<file path="src/rtl/bambu_mem_pkg.sv">
// bambu_mem_pkg
// Shared definitions for the bambu memory initiator: default bus geometry,
// the default per-beat timeout, and the controller state encoding.
package bambu_mem_pkg;

  localparam int ADDR_W_DEF  = 14;
  localparam int DATA_W_DEF  = 8;
  localparam int TIMEOUT_DEF = 1024;

  typedef enum logic [1:0] {
    IDLE   = 2'd0,
    FETCH  = 2'd1,
    ACCESS = 2'd2,
    DONE   = 2'd3
  } state_e;

endpackage

</file>
<file path="src/rtl/bambu_beat_timer.sv">
// bambu_beat_timer
// Per-beat watchdog. A down-counter that is reloaded by clear and counts down
// while enable is high; expired flags the terminal count.
// Ports:
//   clock   in   rising-edge clock
//   reset   in   synchronous, active-high
//   clear   in   reload the counter (takes priority over enable)
//   enable  in   count down one step this cycle
//   expired out  counter has reached its terminal count
module bambu_beat_timer #(
  parameter int TIMEOUT = 1024
) (
  input  logic clock,
  input  logic reset,
  input  logic clear,
  input  logic enable,
  output logic expired
);

  localparam int CNT_W = $clog2(TIMEOUT) + 1;
  // Loading TIMEOUT-1 makes expired assert in the TIMEOUT-th enabled cycle,
  // so the caller can leave on exactly that edge.
  localparam logic [CNT_W-1:0] LOAD = CNT_W'(TIMEOUT - 1);

  logic [CNT_W-1:0] cnt_q, cnt_d;

  always_comb begin
    cnt_d = cnt_q;
    if (clear) begin
      cnt_d = LOAD;
    end else if (enable && (cnt_q != '0)) begin
      cnt_d = cnt_q - CNT_W'(1);
    end
  end

  always_ff @(posedge clock) begin
    if (reset) begin
      cnt_q <= '0;
    end else begin
      cnt_q <= cnt_d;
    end
  end

  assign expired = (cnt_q == '0);

endmodule

</file>
<file path="src/rtl/bambu_mem_initiator.sv">
// bambu_mem_initiator
// Burst memory initiator: runs read or write bursts of byte beats against a
// single-ported responder handshaked by M_DataRdy, with a per-beat timeout.
//
// state  | meaning
// IDLE   | waiting for start_port; all strobes low
// FETCH  | write burst: wr_ready high, waiting for the next source byte
// ACCESS | strobe (oe or we) high, waiting for M_DataRdy or timeout
// DONE   | one-cycle done_port pulse, then back to IDLE
//
// Ports:
//   clock, reset                 rising-edge clock, synchronous active-high reset
//   start_port, op               burst launch pulse; 0 = read, 1 = write
//   base_addr, burst_len         first byte address, number of bytes
//   wr_data, wr_valid, wr_ready  write-byte source handshake
//   rd_data, rd_valid            read byte and its one-cycle valid pulse
//   done_port, error, busy       end-of-burst pulse, timeout flag, in-progress
//   Mout_*                       memory-side strobes, address, data, size
//   M_Rdata_ram, M_DataRdy       memory-side read data and beat completion
module bambu_mem_initiator
  import bambu_mem_pkg::*;
#(
  parameter int ADDR_W  = ADDR_W_DEF,
  parameter int DATA_W  = DATA_W_DEF,
  parameter int TIMEOUT = TIMEOUT_DEF
) (
  input  logic              clock,
  input  logic              reset,
  input  logic              start_port,
  input  logic              op,
  input  logic [ADDR_W-1:0] base_addr,
  input  logic [7:0]        burst_len,
  input  logic [DATA_W-1:0] wr_data,
  input  logic              wr_valid,
  output logic              wr_ready,
  output logic [DATA_W-1:0] rd_data,
  output logic              rd_valid,
  output logic              done_port,
  output logic              error,
  output logic              busy,
  output logic              Mout_oe_ram,
  output logic              Mout_we_ram,
  output logic [ADDR_W-1:0] Mout_addr_ram,
  output logic [DATA_W-1:0] Mout_Wdata_ram,
  output logic [3:0]        Mout_data_ram_size,
  input  logic [DATA_W-1:0] M_Rdata_ram,
  input  logic              M_DataRdy
);

  localparam logic [3:0] SIZE_BITS = 4'(DATA_W);

  state_e            state_q, state_d;
  logic              op_q, op_d;
  logic [ADDR_W-1:0] addr_q, addr_d;
  logic [7:0]        len_q, len_d;
  logic [7:0]        cnt_q, cnt_d;
  logic [7:0]        cnt_inc;
  logic [DATA_W-1:0] wdata_q, wdata_d;
  logic [DATA_W-1:0] rdata_q, rdata_d;
  logic              rd_valid_q, rd_valid_d;
  logic              error_q, error_d;
  logic              tmr_clear, tmr_expired, strobe;

  bambu_beat_timer #(.TIMEOUT(TIMEOUT)) u_timer (
    .clock   (clock),
    .reset   (reset),
    .clear   (tmr_clear),
    .enable  (state_q == ACCESS),
    .expired (tmr_expired)
  );

  assign cnt_inc = cnt_q + 8'd1;

  always_comb begin
    state_d    = state_q;
    op_d       = op_q;
    addr_d     = addr_q;
    len_d      = len_q;
    cnt_d      = cnt_q;
    wdata_d    = wdata_q;
    rdata_d    = rdata_q;
    rd_valid_d = 1'b0;
    error_d    = error_q;
    tmr_clear  = 1'b0;
    case (state_q)
      IDLE: begin
        if (start_port) begin
          op_d    = op;
          addr_d  = base_addr;
          len_d   = burst_len;
          cnt_d   = '0;
          error_d = 1'b0;
          if (burst_len == 8'd0) begin
            state_d = DONE;
          end else if (op) begin
            state_d = FETCH;
          end else begin
            state_d   = ACCESS;
            tmr_clear = 1'b1;
          end
        end
      end
      FETCH: begin
        if (wr_valid) begin
          wdata_d   = wr_data;
          state_d   = ACCESS;
          tmr_clear = 1'b1;
        end
      end
      ACCESS: begin
        // A completing beat wins over a timeout landing in the same cycle.
        if (M_DataRdy) begin
          if (!op_q) begin
            rdata_d    = M_Rdata_ram;
            rd_valid_d = 1'b1;
          end
          addr_d = addr_q + ADDR_W'(1);
          cnt_d  = cnt_inc;
          if (cnt_inc == len_q) begin
            state_d = DONE;
          end else if (op_q) begin
            state_d = FETCH;
          end else begin
            state_d   = ACCESS;
            tmr_clear = 1'b1;
          end
        end else if (tmr_expired) begin
          error_d = 1'b1;
          state_d = DONE;
        end
      end
      DONE:    state_d = IDLE;
      default: state_d = IDLE;
    endcase
  end

  always_ff @(posedge clock) begin
    if (reset) begin
      state_q    <= IDLE;
      op_q       <= 1'b0;
      addr_q     <= '0;
      len_q      <= '0;
      cnt_q      <= '0;
      wdata_q    <= '0;
      rdata_q    <= '0;
      rd_valid_q <= 1'b0;
      error_q    <= 1'b0;
    end else begin
      state_q    <= state_d;
      op_q       <= op_d;
      addr_q     <= addr_d;
      len_q      <= len_d;
      cnt_q      <= cnt_d;
      wdata_q    <= wdata_d;
      rdata_q    <= rdata_d;
      rd_valid_q <= rd_valid_d;
      error_q    <= error_d;
    end
  end

  assign strobe             = (state_q == ACCESS);
  assign Mout_oe_ram        = strobe & ~op_q;
  assign Mout_we_ram        = strobe & op_q;
  assign Mout_data_ram_size = strobe ? SIZE_BITS : 4'd0;
  assign Mout_addr_ram      = addr_q;
  assign Mout_Wdata_ram     = wdata_q;
  assign wr_ready           = (state_q == FETCH);
  assign busy               = (state_q == FETCH) || (state_q == ACCESS);
  assign done_port          = (state_q == DONE);
  assign error              = error_q;
  assign rd_data            = rdata_q;
  assign rd_valid           = rd_valid_q;

endmodule
</file>
<file path="config.mk">
export PLATFORM = sky130hd
export DESIGN_NAME = bambu_mem_initiator
export DESIGN_NICKNAME = d
export VERILOG_FILES = /design/src/rtl/bambu_mem_pkg.sv /design/src/rtl/bambu_beat_timer.sv /design/src/rtl/bambu_mem_initiator.sv
export SDC_FILE = /design/constraint.sdc
export NUM_CORES = 1
export LEC_CHECK = 0
export ABC_CLOCK_PERIOD_IN_PS = 2500
export CAP_MARGIN = 0
export CORE_MARGIN = 2
export CORE_UTILIZATION = 49
export DETAILED_ROUTE_END_ITERATION = 10
export GPL_TIMING_DRIVEN = 0
export HOLD_SLACK_MARGIN = 0.03
export PLACE_DENSITY = 0.8
export SLEW_MARGIN = 20
export SYNTH_ARGS = -nofsm -noshare
export SYNTH_HDL_FRONTEND = slang
export SYNTH_SLANG_ARGS = --single-unit
</file>
<file path="constraint.sdc">
create_clock -name clock -period 2.5 [get_ports clock]
set_input_delay 0.5 -clock clock [delete_from_list [all_inputs] [get_ports clock]]
set_output_delay 0.5 -clock clock [all_outputs]
set_load 0.005 [all_outputs]
</file>
* After elaboration in Yosys (flattened, before gate mapping) *
Index checks and enable logic that the tools add are counted.

storage, ports and cells
  input bits = 44
  output and inout bits = 41
  bits in registers = 62
  logic and storage cells = 75

cells by class
  muxes and demuxes = 30
  bitwise operators = 5
  $add $sub $neg = 3
  reductions and logical operators = 16
  eq/ne operators = 10

operators by type and width
  kind                                                count
  2-to-1 mux 14 bit                                   2
  one-hot mux 14 bit (2 select lines)                 1
  2-to-1 mux 10 bit                                   2
  2-to-1 mux 2 bit                                    8
  2-to-1 mux 8 bit                                    2
  one-hot mux 8 bit (2 select lines)                  1
  adder 14 x 1 -> 14 bit, second input constant       1
  zero test 11 bit                                    1
  nonzero test 11 bit                                 1
  subtractor 11 x 1 -> 11 bit, second input constant  1
  2-to-1 mux 1 bit                                    10
  inequality test 2 bit, second input constant        5
  AND reduction 3 bit                                 3
  adder 8 x 1 -> 8 bit, second input constant         1
  equality test 8 bit                                 1
  zero test 8 bit                                     1
  one-hot mux 2 bit (4 select lines)                  1
  equality test 2 bit, second input constant          2
  2-to-1 mux 4 bit                                    1
  AND reduction 2 bit                                 2
  AND reduction 4 bit                                 1
  nonzero test 2 bit                                  2
  inequality test 3 bit, second input constant        1
  NOT 1 bit                                           3
  other kinds (9)                                     10

* Longest topological paths before layout *
Gate-level depths: netlist (run 1).

  depth after elaboration = 6
  mapped depth = 10
  depth with buffers taken out = 8

* Cells and area by module *
From an unflattened synthesis (run 1), not the netlist that was laid out.

unflattened totals
  cell total of the unflattened synthesis = 417
  area, all modules = 3300.7 sq um

by module, submodules not included
  module               times used  area an instance (sq um)  cells an instance  sequential area each (sq um)
  bambu_mem_initiator  1           2712.6                    350                1021.0
  bambu_beat_timer     1           588.1                     67                 220.2

* Worst setup path before layout (run 1) *
Ideal clock, no wire load.

  path type = register -> register
  start = register cnt_q[0]
  end = register state_q[0]
  period minus slack after synthesis = 1.988 ns
  buffers on the path = 0
  cell stages (with the launch flop) = 8
  data required time = 2.383 ns
  setup slack = 0.512 ns
  arrival = 1.871 ns
  library setup time = 0.117 ns
  cells stage by stage = dfxtp_1 > ha_1 > nand3_2 > and2_1 > o21ai_1 > a221oi_1 > or4b_1 > a32o_1

between the ends
  cells in the longest elaborated chain, start to end = 5

RTL lines
  element                             line                        source
  start: declaration                  bambu_mem_initiator.sv:56   logic [7:0] cnt_q, cnt_d;
  start signal: assignment            bambu_mem_initiator.sv:153  cnt_q <= cnt_d;
  adder 8 x 1 -> 8 bit                bambu_mem_initiator.sv:72   assign cnt_inc = cnt_q + 8'd1;
  equality test 8 bit                 bambu_mem_initiator.sv:119  if (cnt_inc == len_q) begin
  2-to-1 mux 2 bit                    bambu_mem_initiator.sv:119
  2-to-1 mux 2 bit                    bambu_mem_initiator.sv:112  if (M_DataRdy) begin
  one-hot mux 2 bit (4 select lines)  bambu_mem_initiator.sv:85   case (state_q)
  end signal: assignment              bambu_mem_initiator.sv:149  state_q <= state_d;
  end: declaration                    bambu_mem_initiator.sv:52   state_e state_q, state_d;

No other way between the ends.
A chain may end at the register's enable or synchronous reset.

* Worst setup path in the final report (run 1) *
  start = register state_q[0]
  end = output port Mout_we_ram

between the ends
  cells in the longest elaborated chain, start to end = 2

RTL lines
  element              line                        source
  equality test 2 bit  bambu_mem_initiator.sv:161  assign strobe = (state_q == ACCESS);
  bitwise AND 1 bit    bambu_mem_initiator.sv:163  assign Mout_we_ram = strobe & op_q;
  end: declaration     bambu_mem_initiator.sv:42   output logic Mout_we_ram,

No other way between the ends.

==> results of run 1 <==
[per-layer routing]
metal | GRT usage (%) | vias to the layer above | share of wire (%)
li1 | - | 1660 | -
met1 | 32.2 | 1606 | 42
met2 | 41.7 | 150 | 48
met3 | 3.99 | 19 | 7.3
met4 | 13.7 | 0 | 2.4
met5 | 0 | - | 0
[critical path: stages (launching register included)]
cell and delay [ns]:
dfxtp_2 0.35, inv_2 0.08, ha_4 0.19, clkbuf_16 0.17
clkbuf_8 0.17, and2_4 0.15, clkdlybuf4s50_1 0.49
[per-stage QoR]
step	cell area, um^2	hold WS, ns	instances	setup slack [ns]
finish	4380	0.454	592	0.0487
global route	4380	0.477	592	0.00121
CTS	4360	0.456	591	0.00461
detailed placement	4130	0.446	577	-0.457
global placement	4130	0.441	577	-0.452
floorplan	3240	0.437	421	0.512
[kinds of logic (layout without fill, tap and decap cells)]
logic type | Yosys count | in the layout | synth area share, %
other | 1 | 3 | 0.116
adder cells (fa/ha/maj) | 7 | 7 | 2.71
flip-flops | 62 | 62 | 38.4
AND/OR/NAND/NOR | 179 | 179 | 26.7
XOR/XNOR | 13 | 13 | 3.99
multiplexers | 3 | 3 | 0.929
AO/OA/AOI/OAI | 115 | 115 | 21.9
buffers and inverters | 39 | 133 | 5.23
[power breakdown]
group	internal, mW	switching [mW]	total (mW)	leakage, nW
Clock	0.484	0.416	0.900	0.102
Sequential	1.23	0.275	1.51	0.508
Combinational	0.882	0.955	1.84	0.955
[cell usage in the layout (no fill, tap or decap), types with 4 or more instances in the layout]
master,n
clkdlybuf4s50_1,79
nand2_1,71
dfxtp_1,60
a21oi_1,57
nor2_1,34
o21ai_0,19
nand3_1,16
clkbuf_1,15
nor3_1,13
clkbuf_8,11
nand4_1,10
xnor2_1,8
a211oi_1,7
inv_1,6
nor2b_1,6
ha_1,6
buf_4,6
a22oi_1,5
clkinv_2,4
buf_2,4
xor2_1,4
nor4_1,4
[state kept, by name, summed over array words and instances, names as in the netlist]
signal / flops
Mout_Wdata_ram: 8
Mout_addr_ram: 14
cnt_q: 8
error: 1
len_q: 8
op_q: 1
rd_data: 8
rd_valid: 1
state_q: 2
u_timer.cnt_q: 11
[path summary, 6_finish.rpt]
check / start / to / slack (ns)
max: state_q[0] / Mout_we_ram / 0.05
min reg2reg: Mout_Wdata_ram[1] / Mout_Wdata_ram[1] / 0.45
max reg2reg: state_q[0] / cnt_q[7] / 0.19
min: Mout_Wdata_ram[1] / Mout_Wdata_ram[1] / 0.45
[layout make-up]
cell class | count | area, um^2 | area share, %
sequential | 62 | 1240 | 28.4
clock buffer | 10 | 138 | 3.14
tap | 77 | 96.3 | 2.20
timing repair buffer | 81 | 806 | 18.4
multi-input combinational | 320 | 1840 | 42.1
buffer | 28 | 159 | 3.63
inverter | 8 | 31.3 | 0.714
clock inverter | 6 | 61.3 | 1.40
[timing repair]
action | in CTS | in global routing
gates resized for setup | 12 | 2
hold buffers | 0 | 0
setup endpoints to repair | 2 | 8
buffers inserted | 0 | 2
==> results by group, run 1 <==
Finish
  – # diodes: 0
  – Post-Route Utilization: 69.0%
  – Layout cells sized above 1: 8.93%
  – Fill cells: 518
  – Area growth syn-to-layout: 35.5%
  – Final net count: 561

Timing
  – Setup Viol. Count Final: 0
  – Setup Skew: 0.0112 ns
  – Fmax: 408 MHz
  – Endpoints failing hold: 0
  – Rel. slew slack: 59.3%
  – Setup repair after global routing missed its margin: no
  – Worst Tran Pin Value: 0.611 ns
  – Final Cycle Share: 98.1%
  – Sum Neg Setup Slack: 0 ns
  – Fin. max-slew vios: 0
  – Min cycle time layout: 2.45 ns

Drt
  – DR DRC count: 0
  – Vias: 3435
  – Antenna viol nets, final: 0
  – Vias/cell: 5.80
  – Drt total wl: 9.10 mm
  – Avg WL per Cell: 15.4 um
  – DRT iter0 DRCs: 198
  – DRT Pass-1 Iters: 5

Global route
  – Initial antenna violation count: 0
  – Pin count of the biggest net entering global routing: 18
  – Vias in the first global route: 3192
  – Tot GR Track Use: 25.5%
  – First-pass GRT wire length: 14.9 mm
  – Total grt overflow: 0

Critical path
  – Worst setup SP type: register
  – CP arrival: 1.95 ns
  – Crit Path Category: register to output pin
  – R2r worst-path depth: 9
  – Critical path required time: 2.00 ns
  – Worst Path Max Fanout: 10
  – Worst setup EP type: output pin

Yosys
  – Cells after synthesis: 419
  – Top FF cell, synth: dfxtp_1
  – Most frequent cells after synthesis: nand2_1, dfxtp_1, a21oi_1
  – Avg Inst Size Synth: 7.71 um^2
  – Ys async rst share: 0%
  – Synth area leaders: dfxtp_1, a21oi_1, nand2_1
  – EDFF count, synth: 0
  – Top-area cell type share of the netlist area: 38.4%
  – Ys Warns: 0
  – Cell taking the most area after synthesis: dfxtp_1
  – Seq/Total Area, Yosys: 38.4%
  – Top-count cell post-synth: nand2_1
  – Synth cell types: 56
  – #FFs+latches synth: 62
  – Mapped cell area: 0.00323 mm^2

Floorplanning
  – Die area: 0.00726 mm^2
  – Starting density of the core: 50.9%
  – Row Count: 29
  – Die Ht: 85.2 um
  – Number of I/O pins: 85
  – Horiz. Die Dim: 85.2 um
  – Core region area: 0.00635 mm^2

Run status
  – Outcome: finished, final reports clean

Placed design
  – Final estimated routing congestion in global placement: 0.873
  – Post-DP HPWL: 6.55 mm
  – Port Buffers: 79

Clock tree
  – CTS clk-pin slew, worst paths: 0.07 ns
  – Clock Latency Late Sink: 0.35 ns
  – CTS tree: done
  – Clock buffer depth: 2
  – CTS sink cnt: 62
  – H-tree level count: 3
  – Root Buffer: clkbuf_8
  – CTS Buf Count: 9

Power
  – Overall Power: 4.24 mW
  – Maximum vdd ir drop: 634 uV
  – Power Density: 969 mW/mm^2
  – Leakage power: 1.57 nW

Flow run
  – Total of max-cap violations: 0

Min path
  – Worst hold path depth: 2
  – HP Class: register to register
(Power assumes the default switching activity.)
==> run 2: changes to the inputs <==
--- a/config.mk
+++ b/config.mk
@@ -10,7 +10,6 @@
 export CORE_MARGIN = 2
 export CORE_UTILIZATION = 49
 export DETAILED_ROUTE_END_ITERATION = 10
-export GPL_TIMING_DRIVEN = 0
 export HOLD_SLACK_MARGIN = 0.03
 export PLACE_DENSITY = 0.8
 export SLEW_MARGIN = 20
==> run 2 against run 1 <==
  * Sequential share of layout area decreased by 0.073 points
  * Non-clock buffer count fell by 13
  * Sequential power about the same
  * Largest power group unchanged
  * Maximum frequency increased by 6.5%
  * Largest cell class unchanged
  * Hold slack got worse by 0.0013 ns
  * Clock skew decreased by 0.0053 ns
  * Highest routed layer unchanged
  * Clock power increased by 14%
  * Die area unchanged
  * Final cell count decreased by 2.2%
  * Combinational power about the same
  * Wire length shrank 6.4%
  * Critical path type unchanged
==> results by group, run 2 (synthesis gave the netlist of run 1 again) <==
Run status
  – Outcome: finished, final reports clean

Floorplanning
  – Core region area: 0.00635 mm^2
  – Number of I/O pins: 85
  – Horiz. Die Dim: 85.2 um
  – Die area: 0.00726 mm^2
  – Starting density of the core: 50.9%
  – Row Count: 29
  – Die Ht: 85.2 um

Power
  – Overall Power: 4.34 mW
  – Maximum vdd ir drop: 578 uV
  – Clock power frac: 23.7%
  – Switching share of total power: 36.0%
  – Switching power: 1.56 mW
  – Power Density: 991 mW/mm^2
  – Logic pwr share: 41.7%
  – P_int: 2.78 mW
  – Flop pwr share: 34.7%
  – Leakage power: 1.57 nW

Drt
  – Drt total wl: 8.52 mm
  – DRT Pass-1 Iters: 4
  – DR DRC count: 0
  – Vias: 3331
  – Antenna viol nets, final: 0
  – DRT iter0 DRCs: 154
  – Vias/cell: 5.75
  – Avg WL per Cell: 14.7 um

Timing
  – Fin. max-slew vios: 0
  – Worst Tran Pin Value: 0.526 ns
  – Sum Neg Setup Slack: 0 ns
  – Setup repair after global routing missed its margin: no
  – Setup Skew: 0.00584 ns
  – Post-route setup slack: 0.199 ns
  – Endpoints failing hold: 0
  – Setup Viol. Count Final: 0
  – Min cycle time layout: 2.30 ns
  – Final Cycle Share: 92.0%
  – Fmax: 435 MHz
  – Rel. slew slack: 64.6%

Finish
  – # diodes: 0
  – Area growth syn-to-layout: 35.6%
  – Most frequent cells in the layout: clkdlybuf4s50_1, nand2_1, dfxtp_1
  – Most common cell after layout, fill and taps aside: clkdlybuf4s50_1
  – Max FFs per register: 14
  – Layout cells sized above 1: 8.57%
  – Final net count: 548

Critical path
  – Worst setup EP type: output pin
  – Worst setup SP type: register
  – CP arrival: 1.80 ns
  – Crit Path Category: register to output pin
  – Critical path required time: 2.00 ns
  – Worst Path Max Fanout: 7
  – R2r worst-path depth: 7

Placed design
  – Port Buffers: 81
  – Final estimated routing congestion in global placement: 0.854
  – Pre-CTS WS: 0.111 ns
  – Post-DP HPWL: 5.95 mm

Global route
  – Initial antenna violation count: 0
  – Vias in the first global route: 3165
  – Tot GR Track Use: 23.9%
  – Total grt overflow: 0
  – Pin count of the biggest net entering global routing: 30
  – First-pass GRT wire length: 14.1 mm

Min path
  – HP Class: register to register
  – Worst hold path depth: 2

Clock tree
  – H-tree level count: 3
  – CTS sink cnt: 62
  – CTS Buf Count: 9
  – Root Buffer: clkbuf_8
  – CTS tree: done
  – CTS clk-pin slew, worst paths: 0.07 ns
  – Clock buffer depth: 2
  – Clock Latency Late Sink: 0.34 ns

Flow run
  – Total of max-cap violations: 0
run 2: path summary, 6_finish.rpt:
path	start	end	slack, ns
setup / recovery	state_q[0]	Mout_oe_ram	0.20
setup reg to reg	cnt_q[0]	state_q[0]	0.25
hold / removal	rd_data[4]	rd_data[4]	0.45
hold reg to reg	rd_data[4]	rd_data[4]	0.45
run 2: timing repair:
action,4_1_cts,5_1_grt
setup buffers,0,0
hold buffers,0,0
setup endpoints to repair,0,1
gates resized for setup,0,1
run 2: critical path, stage by stage, from the launching register on:
cell and delay, ns:
dfxtp_1 0.35, inv_1 0.10, ha_2 0.26, clkinv_1 0.12, nor2_1 0.11, clkdlybuf4s50_1 0.53
run 2: final cells by class:
cell class                      instances  area, um^2
Timing Repair Buffer                   96         943
Sequential cell                        62        1240
Fill cell                             527        1970
Inverter                                8        30.0
Multi-Input combinational cell        320        1840
Clock buffer                           13         169
Clock inverter                          3        65.1
Tap cell                               77        96.3
run 2: per-stage QoR:
stage | std cells | hold slack (ns) | instance area [um^2] | util (%)
after floorplan | 421 | 0.437 | 3240 | -
after global placement | 563 | 0.441 | 4150 | 65.3
final | 579 | 0.452 | 4380 | 69.0
after global routing | 579 | 0.479 | 4380 | 69.0
after CTS | 579 | 0.457 | 4380 | 69.0
after detailed placement | 563 | 0.448 | 4150 | 65.3
run 2: per-layer routing:
layer / vias to the layer above / wire (um) / track usage [%]
met5: - / 0 / 0
met4: 0 / 271 / 13.9
li1: 1633 / - / -
met2: 93 / 4000 / 37.6
met3: 23 / 494 / 5.06
met1: 1582 / 3760 / 30.2
run 2: power by group through the flow:
stage / Sequential (mW) / Combinational (mW) / Clock, mW
after floorplan: 1.48 / 1.09 / 0
after global placement: 1.51 / 1.74 / 0
final: 1.51 / 1.81 / 1.03
after CTS: 1.50 / 1.80 / 1.04
after detailed placement: 1.52 / 1.78 / 0
after global routing: 1.54 / 2.01 / 1.08
==> run 3: changes to the inputs <==
--- a/config.mk
+++ b/config.mk
@@ -12,7 +12,7 @@
 export DETAILED_ROUTE_END_ITERATION = 10
 export HOLD_SLACK_MARGIN = 0.03
 export PLACE_DENSITY = 0.8
-export SLEW_MARGIN = 20
+export REMOVE_ABC_BUFFERS = 1
 export SYNTH_ARGS = -nofsm -noshare
 export SYNTH_HDL_FRONTEND = slang
 export SYNTH_SLANG_ARGS = --single-unit
==> run 3 against run 2 <==
  * Final cell count down 0.52%
  * Power down 3.9%
  * Sequential share of layout area up 0.39 points
  * Via count up 0.63%
  * Count of clock-buffer cells in the layout fell by 2
  * Clock power fell by 17%
  * Clock skew grew 0.0014 ns
  * Critical endpoint unchanged
==> results by group, run 3 (synthesis gave the netlist of run 1 again) <==
Run status
  – Outcome: finished, final reports clean

Clock tree
  – CTS Buf Count: 9
  – Clock buffer depth: 2
  – H-tree level count: 3
  – PostCTS Resize Cnt: 0
  – Clock Latency Late Sink: 0.33 ns
  – Number of setup buffers added after CTS: 0
  – CTS clk-pin slew, worst paths: 0.07 ns
  – CTS sink cnt: 62
  – Root Buffer: clkbuf_8
  – CTS Hold Buffers Added: 0
  – CTS tree: done

Finish
  – Max FFs per register: 14
  – Most frequent cells in the layout: clkdlybuf4s50_1, nand2_1, dfxtp_1
  – Most common cell after layout, fill and taps aside: clkdlybuf4s50_1
  – Fill cells: 550
  – Layout cells sized above 1: 8.02%
  – # diodes: 0
  – Multi-input gate area: 0.00184 mm^2
  – Post-Route Utilization: 68.1%
  – Final net count: 546
  – Area growth syn-to-layout: 33.7%
  – Sequential cell area: 0.00124 mm^2

Timing
  – Setup Viol. Count Final: 0
  – Fmax: 425 MHz
  – Endpoints failing hold: 0
  – Fin. max-slew vios: 0
  – Min cycle time layout: 2.35 ns
  – Min Hold Slack: 0.453 ns
  – Worst Tran Pin Value: 0.532 ns
  – Setup Skew: 0.00721 ns
  – Setup repair after global routing missed its margin: no
  – Final Cycle Share: 94.1%
  – Sum Neg Setup Slack: 0 ns
  – Post-route setup slack: 0.147 ns
  – Rel. slew slack: 64.4%

Floorplanning
  – Horiz. Die Dim: 85.2 um
  – Number of I/O pins: 85
  – Row Count: 29
  – Starting density of the core: 50.9%
  – Die area: 0.00726 mm^2
  – Die Ht: 85.2 um
  – Core region area: 0.00635 mm^2

Critical path
  – Critical path required time: 2.00 ns
  – Slowest stage cell, crit path: clkdlybuf4s50_1
  – Worst Path Max Fanout: 7
  – Crit path largest cell delay: 0.53 ns
  – Reg-to-Reg Start: cnt_q[0]
  – Worst setup EP type: output pin
  – Worst-path cell chain: inv_1, ha_2, clkinv_1, nor2_1, clkdlybuf4s50_1
  – Worst Setup SP: state_q[0]
  – Crit Path Category: register to output pin
  – Worst setup SP type: register
  – CP arrival: 1.85 ns

Global route
  – Vias in the first global route: 3081
  – First-pass GRT wire length: 14.0 mm
  – Tot GR Track Use: 23.9%
  – Pin count of the biggest net entering global routing: 30
  – Total grt overflow: 0
  – Initial antenna violation count: 0

Drt
  – DRT Pass-1 Iters: 5
  – DRT iter0 DRCs: 167
  – Antenna viol nets, final: 0
  – Metal2 WL: 4.07 mm
  – Routed wl met3: 545 um
  – Vias: 3352
  – DR DRC count: 0
  – Avg WL per Cell: 14.8 um
  – Top Metal Used: met4
  – DRT met1 WL: 3.72 mm
  – Drt total wl: 8.54 mm
  – Vias/cell: 5.82

Power
  – Overall Power: 4.17 mW
  – P_int: 2.61 mW
  – Leakage power: 1.54 nW
  – Power Density: 966 mW/mm^2
  – Clock power frac: 20.4%
  – Switching share of total power: 37.5%
  – Maximum vdd ir drop: 615 uV
  – Flop pwr share: 36.0%
  – Logic pwr share: 43.5%
  – Switching power: 1.56 mW

Min path
  – HP Class: register to register
  – HP Start: Mout_Wdata_ram[5]

Placed design
  – Pre-CTS WS: 0.170 ns
  – Final estimated routing congestion in global placement: 0.877
  – Post-DP HPWL: 5.93 mm
  – Port Buffers: 81

Flow run
  – Total of max-cap violations: 0
==> run 3: metal layers <==
| metal | GRT usage [%] | up-vias |
|---|---|---|
| met1 | 31.8 | 1564 |
| met5 | 0 | - |
| met2 | 38.1 | 139 |
| met3 | 3.50 | 18 |
| li1 | - | 1631 |
| met4 | 11.4 | 0 |
==> run 3: final cells by class <==
| type | count | area share, % |
|---|---|---|
| clock buffer | 11 | 3.27 |
| clock inverter | 4 | 1.10 |
| inverter | 8 | 0.695 |
| multi-input combinational | 320 | 42.5 |
| sequential | 62 | 28.7 |
| tap | 77 | 2.23 |
| timing repair buffer | 94 | 21.5 |
==> run 3: worst max-delay path: cells and delay by family (launching register included) <==
kind | cells | cell delay, ns
adders and majority gates | 1 | 0.27
buffers and inverters | 3 | 0.76
DFF | 1 | 0.34
and+or+nand+nor | 1 | 0.16
==> run 3: path summary, 6_finish.rpt <==
| check | slack (ns) | depth (start not counted) | end |
|---|---|---|---|
| max reg2reg | 0.19 | 7 | state_q[0] |
| max | 0.15 | 5 | Mout_oe_ram |
| min | 0.45 | 2 | Mout_Wdata_ram[5] |
| min reg2reg | 0.45 | 2 | Mout_Wdata_ram[5] |
==> run 3: stage by stage <==
stage | cell area, um^2 | instances
after CTS | 4320 | 576
after global routing | 4320 | 576
after detailed placement | 4130 | 561
final | 4320 | 576
after floorplan | 3100 | 390
after global placement | 4130 | 561
==> run 3: power groups by stage <==
stage | sequential [mW] | combinational, mW | clock (mW)
global route | 1.54 | 2.02 | 0.913
detailed placement | 1.51 | 1.79 | 0
finish | 1.50 | 1.82 | 0.852
CTS | 1.50 | 1.81 | 0.872
global placement | 1.50 | 1.73 | 0
floorplan | 1.48 | 1.02 | 0
